### src/rtl/light_show_ctrl.sv
// Light-show controller: injects a light on a synchronized fire edge and
// shifts/rotates the pattern at a programmable prescaled rate.
module light_show_ctrl #(
  parameter int WIDTH = 10,
  parameter int BASE  = 20
) (
  input  logic             clk,
  input  logic             reset_n,
  input  logic             key_fire,
  input  logic             key_clear,
  input  logic [1:0]       mode,
  input  logic [1:0]       speed,
  output logic [WIDTH-1:0] lights,
  output logic             step,
  output logic             running
);

  localparam int PW = BASE + 3;

  typedef enum logic {IDLE, RUN} state_e;

  state_e           state_q, state_d;
  logic             fire_m_q, fire_s_q, fire_p_q;
  logic             clear_m_q, clear_s_q;
  logic [PW-1:0]    presc_q, presc_d, tc;
  logic [WIDTH-1:0] lights_q, lights_d, shifted;
  logic             step_q, step_d;
  logic             pend_q, pend_d;
  logic             fire_edge;

  always_ff @(posedge clk or negedge reset_n) begin
    if (!reset_n) begin
      fire_m_q  <= 1'b0;
      fire_s_q  <= 1'b0;
      fire_p_q  <= 1'b0;
      clear_m_q <= 1'b0;
      clear_s_q <= 1'b0;
    end else begin
      fire_m_q  <= key_fire;
      fire_s_q  <= fire_m_q;
      fire_p_q  <= fire_s_q;
      clear_m_q <= key_clear;
      clear_s_q <= clear_m_q;
    end
  end

  assign fire_edge = fire_s_q & ~fire_p_q;
  // All-ones shifted down leaves 2^(BASE+speed)-1.
  assign tc = {PW{1'b1}} >> (2'd3 - speed);

  always_comb begin
    shifted = '0;
    case (mode)
      2'b00:   shifted = {fire_s_q, lights_q[WIDTH-1:1]};
      2'b01:   shifted = {lights_q[WIDTH-2:0], fire_s_q};
      2'b10:   shifted = {lights_q[0] | pend_q, lights_q[WIDTH-1:1]};
      default: shifted = {lights_q[WIDTH-2:0], lights_q[WIDTH-1] | pend_q};
    endcase
  end

  always_comb begin
    state_d  = state_q;
    lights_d = lights_q;
    presc_d  = presc_q;
    pend_d   = pend_q;
    step_d   = 1'b0;
    if (clear_s_q) begin
      state_d  = IDLE;
      lights_d = '0;
      presc_d  = '0;
      pend_d   = 1'b0;
    end else if (state_q == IDLE) begin
      lights_d = '0;
      presc_d  = '0;
      pend_d   = 1'b0;
      if (fire_edge) begin
        state_d = RUN;
        if (mode[0]) lights_d[0] = 1'b1;
        else         lights_d[WIDTH-1] = 1'b1;
      end
    end else begin
      // >= rather than == so a mid-count speed decrease steps at once.
      if (presc_q >= tc) begin
        step_d   = 1'b1;
        presc_d  = '0;
        lights_d = shifted;
        pend_d   = fire_edge;
        if (shifted == '0) begin
          state_d = IDLE;
          pend_d  = 1'b0;
        end
      end else begin
        presc_d = presc_q + 1'b1;
        if (fire_edge) pend_d = 1'b1;
      end
    end
  end

  always_ff @(posedge clk or negedge reset_n) begin
    if (!reset_n) begin
      state_q  <= IDLE;
      lights_q <= '0;
      presc_q  <= '0;
      pend_q   <= 1'b0;
      step_q   <= 1'b0;
    end else begin
      state_q  <= state_d;
      lights_q <= lights_d;
      presc_q  <= presc_d;
      pend_q   <= pend_d;
      step_q   <= step_d;
    end
  end

  assign lights  = lights_q;
  assign step    = step_q;
  assign running = (state_q == RUN);

endmodule

### config.mk
export PLATFORM = sky130hd
export DESIGN_NAME = light_show_ctrl
export DESIGN_NICKNAME = d
export VERILOG_FILES = /design/src/rtl/light_show_ctrl.sv
export SDC_FILE = /design/constraint.sdc
export NUM_CORES = 1
export LEC_CHECK = 0
export CORE_MARGIN = 4
export CORE_UTILIZATION = 57
export CTS_CLUSTER_SIZE = 28
export DETAILED_ROUTE_END_ITERATION = 10
export GPL_TIMING_DRIVEN = 0
export PLACE_DENSITY = 0.76
export SETUP_SLACK_MARGIN = 0.3
export SLEW_MARGIN = 30
export SYNTH_ARGS = -nofsm -noshare
export SYNTH_HDL_FRONTEND = slang
export SYNTH_SLANG_ARGS = --single-unit
### constraint.sdc
create_clock -name clk -period 2.3 [get_ports clk]
set_input_delay 0.46 -clock clk [delete_from_list [all_inputs] [get_ports clk]]
set_output_delay 0.46 -clock clk [all_outputs]
set_load 0.05 [all_outputs]
Yosys cells after proc, flatten, opt, wreduce, memory -nomap -nowiden
Index checks and enable logic that the tools add are counted.

word-level totals
  output and inout bits = 12
  word-level logic and storage cells = 48
  register bits = 41
  input port bits = 8

operators by class
  equality and inequality tests = 4
  $add $sub $neg = 2
  reductions and logical operators = 2
  bitwise logic cells = 4
  $lt $le $gt $ge = 1
  mux-type cells = 24
  shifts and indexed selects = 1

operators by type and width
  kind                                                   number
  2-to-1 mux 23 bit                                      3
  2-to-1 mux 10 bit                                      3
  one-hot mux 10 bit (3 select lines)                    1
  adder 23 x 1 -> 23 bit, second input constant          1
  greater-or-equal comparator 23 bit                     1
  >> shifter 23 x 2 -> 23 bit, first input constant      1
  2-to-1 mux 1 bit                                       17
  zero test 10 bit                                       1
  inequality test 4 x 1 -> 1 bit, second input constant  1
  inequality test 3 x 1 -> 1 bit, second input constant  1
  equality test 2 x 1 -> 1 bit, second input constant    1
  equality test 2 bit, second input constant             1
  zero test 2 bit                                        1
  OR 1 bit                                               2
  subtractor 2 bit, first input constant                 1
  bitwise AND 1 bit                                      1
  inverter 1 bit                                         1

Logic depth before layout (Yosys ltp)
  depth after elaboration = 7
  depth in mapped cells = 7
  mapped depth without buffers = 6

Worst setup path after synthesis
No wires, ideal clock.

  path kind = reg2reg
  start = reg presc_q[7]
  end = reg presc_q[21]
  arrival time = 1.858 ns
  buffers on the path = 1
  data required time = 2.227 ns
  stages on the path, launching flop included = 6
  setup time = 0.073 ns
  clock period less this slack = 1.931 ns
  path slack = 0.369 ns
  cells stage by stage = dfrtp_1 > nand4_2 > or4_4 > buf_6 > or4_4 > a21oi_2

between the ends
  word-level cells in the longest chain between the ends = 4
  elaborated cells between the ends (all ways) = 5
  classes of those cells = add/sub (1); order compare (1); mux (3)

ends and longest elaborated chain
  item                                                                                 line    source
  from (decl)                                                                          25      logic [PW-1:0] presc_q, presc_d, tc;
  from (signal assigned)                                                               109     presc_q <= presc_d;
  adder 23 x 1 -> 23 bit / greater-or-equal comparator 23 bit (equally long branches)  93, 83
  2-to-1 mux 23 bit (*)                                                                83      if (presc_q >= tc) begin
  2-to-1 mux 23 bit (*)                                                                72      end else if (state_q == IDLE) begin
  2-to-1 mux 23 bit (*)                                                                67      if (clear_s_q) begin
  named net presc_d[21]                                                                25

The timed path passes the listed nets; every way through them passes the cells marked *.
A chain may end at the register's enable or synchronous reset.

Worst setup path after layout
  start = reg presc_q[5]
  end = reg presc_q[22]

The elaborated chain is that of the path after synthesis.

==> flow_summary.yaml <==
placed_design:
  place_ws_ns: -0.399
  dp_cells: 289
  dpl.hpwl_mm: 3.19
  portBuffers: 18
  routabilityCongestion: 0.785
status:
  status: "finished, final reports clean"
sta:
  finalHoldViolations: 0
  hold_ws_ns: 0.0529
  worst_slack_ns: 0.308
  fmax_ghz: 0.502
  setup_viol: 0
  min_period_ns: 1.99
  grt_setup_unrepaired: "true"
  slew_viol_final: 0
  tns_ns: 0
  worst_pin_slew_ns: 0.504
  slew-limit-headroom: 0.664
  period_share: 0.866
  finalClockSkew_ns: 0.00937
critical_path:
  path_buf_inv: 1
  slowest_stage: "or4_4"
  worst_ep_required_time_ns: 2.52
  critPathMaxFanout: 5
  cp.arrival_ns: 2.22
  crit_start: "presc_q[5]"
  crit_top_cell: "or4_4"
  start_kind: "flip-flop"
  path_cells: "nand4_1 > or4_4 > buf_6 > or4_4 > a21oi_2"
  timing.rr.start: "presc_q[5]"
  cpLargestDelayFamily: "simple AND/OR/NAND/NOR gates"
  crit_path_max_incr_delay_ns: 0.60
  crit_type: "flip-flop to flip-flop"
  end_kind: "flip-flop"
drt:
  dr.pass1.iters: 4
  ant_nets: 0
  wire_per_inst_um: 16.6
  via_per_inst: 5.87
  drc: 0
  dr.first_iter.drc_count: 116
  vias: 1814
  wirelength_mm: 5.12
cts:
  numCtsBuffers: 5
  insertion_delay_ns: 0.30
  cts.sink_count: 41
  cts_buffer_depth: 2
  path_clk_slew_ns: 0.08
  cts_tree: "built"
  hold_buffers: 0
  clock_tree.root_cell: "clkbuf_8"
  htree_levels: 2
global_routing:
  grt_max_degree: 29
  grt_pass1_vias: 1817
  groute.usage.overall: 0.222
  gr-total-overflow: 0
  grt_antenna_before_repair: 0
  grt_pass1_wl_mm: 8.54
power:
  powerDensity_nw_per_um2: 518
  power_mw: 1.42
  leakagePower_nw: 1.20
  irDropWorstVdd_v: 0.000445
floorplanning:
  coreArea_um2: 3660
  rows: 22
  io_pins: 20
  dieArea_um2: 4830
  die_w_um: 69.5
  start_util: 0.589
  die_h_um: 69.5
run:
  max_cap_violations: 0
synthesis:
  synthTopCellsByArea: "dfrtp_1 48%, nand2_1 5.0%, mux2i_1 4.2%"
  yosys_warnings: 0
  yosysSeqAreaShare: 0.476
  synth_cell_types: 41
  synthArstFlopShare: 1.00
  syn_nets: 234
  synth_common_cells: "41 x dfrtp_1, 29 x nand2_1, 16 x nor2_1, 15 x a21oi_1, 10 x o21ai_0"
  synth.top_cell.area_share: 0.476
  syn-cell-area_um2: 2160
  syn_area_per_cell_um2: 9.71
  synth_edf_count: 0
  post-synth-top-count-cell: "dfrtp_1"
  syn_inst: 222
  synth_area_leader_cell: "dfrtp_1"
  ys_seq_elements: 41
  synthFlopType: "dfrtp_1"
layout:
  insertedDiodeCount: 0
  areaGrowthSynthToFinish_pct: 26.9
  fill_cells: 251
  multi_input_comb_area_um2: 1190
  nets: 272
  final_layout_size_suffix_gt1_frac: 0.226
  ff_latch_area_um2: 1030
  fin_cells: 309
min_path:
  hp-class: "input pin to asynchronous set/reset pin"
[logic make-up after synthesis]
group                      after synthesis  synth area share
AOI/OAI and AO/OA                       46             0.133
xor gates and xnor gates                 7            0.0284
adders and majority gates                4            0.0232
buffers and inverters                   16            0.0331
DFF                                     41             0.476
muxes                                   16            0.0784
and+or+nand+nor                         92             0.228
[report_power, final]
group          switching, mW  leakage (nW)  internal [mW]  total (mW)
Clock                  0.246        0.0395          0.216       0.462
Combinational          0.126         0.604         0.0753       0.201
Sequential            0.0155         0.556          0.738       0.753
Total                  0.388          1.20           1.03        1.42
[layer usage]
metal | global-route usage | up-vias | part of all wire
li1 | - | 892 | -
met1 | 0.272 | 888 | 0.43
met2 | 0.379 | 27 | 0.53
met3 | 0.0522 | 7 | 0.029
met4 | 0.0781 | 0 | 0.015
met5 | 0 | - | 0
[per-stage QoR]
step	area, µm²	util
after floorplan	2160	-
after global placement	2400	0.654
after detailed placement	2410	0.659
after CTS	2620	0.716
after global routing	2740	0.747
final	2740	0.747
[sequential cells by signal, indices dropped and copies added (netlist names)]
signal,count
fire_m_q,1
clear_s_q,1
running,1
fire_p_q,1
presc_q,23
lights,10
fire_s_q,1
clear_m_q,1
pend_q,1
step,1
[worst paths after layout]
| kind | end | slack, ns | depth (start not counted) |
|---|---|---|---|
| max | presc_q[22] | 0.31 | 5 |
| min | presc_q[16] | 0.05 | 1 |
| max reg2reg | presc_q[22] | 0.31 | 5 |
| min reg2reg | fire_s_q | 0.35 | 0 |
| max in group asynchronous | lights[0] | 1.78 | 2 |
| min in group clk | fire_s_q | 0.35 | 0 |
[cell usage in the layout, fill, tap and decap left out, types with 3 or more instances in the layout]
cell             Yosys  routed
o31ai_2              0       3
a21oi_2              1       7
clkdlybuf4s50_1      0       4
buf_4                0      11
and4_1               3       3
or4_1                7       3
nor4_1               3       3
inv_1                6       6
o21ai_0             10       9
o31ai_4              0       3
buf_6                1       6
o31ai_1              9       3
nor2_1              16      16
or3_1                6       6
or4_4                2       6
nand2_1             29      28
clkbuf_1             5       7
a21oi_1             15       9
nand3_1              7       7
ha_1                 4       3
xor2_1               5       5
dlygate4sd2_1        0      12
mux2_2               7       7
clkbuf_8             0       5
nand4_1              5       5
mux2i_1              9       9
dfrtp_1             41      40
[repair_timing]
action	CTS	global route
gates resized for setup	30	24
hold endpoints to repair	0	0
pin swaps	6	11
setup buffers	8	2
cloned	1	1
setup endpoints to repair	46	11
[cell type report]
class                   count  share of cell area
clock buffers               8              0.0293
flip-flops and latches     41               0.375
well taps                  48              0.0219
plain buffers              10              0.0261
repair buffers             31               0.102
multi-input cells         165               0.437
inverters                   6             0.00823
Power figures use the tool's default switching activity.
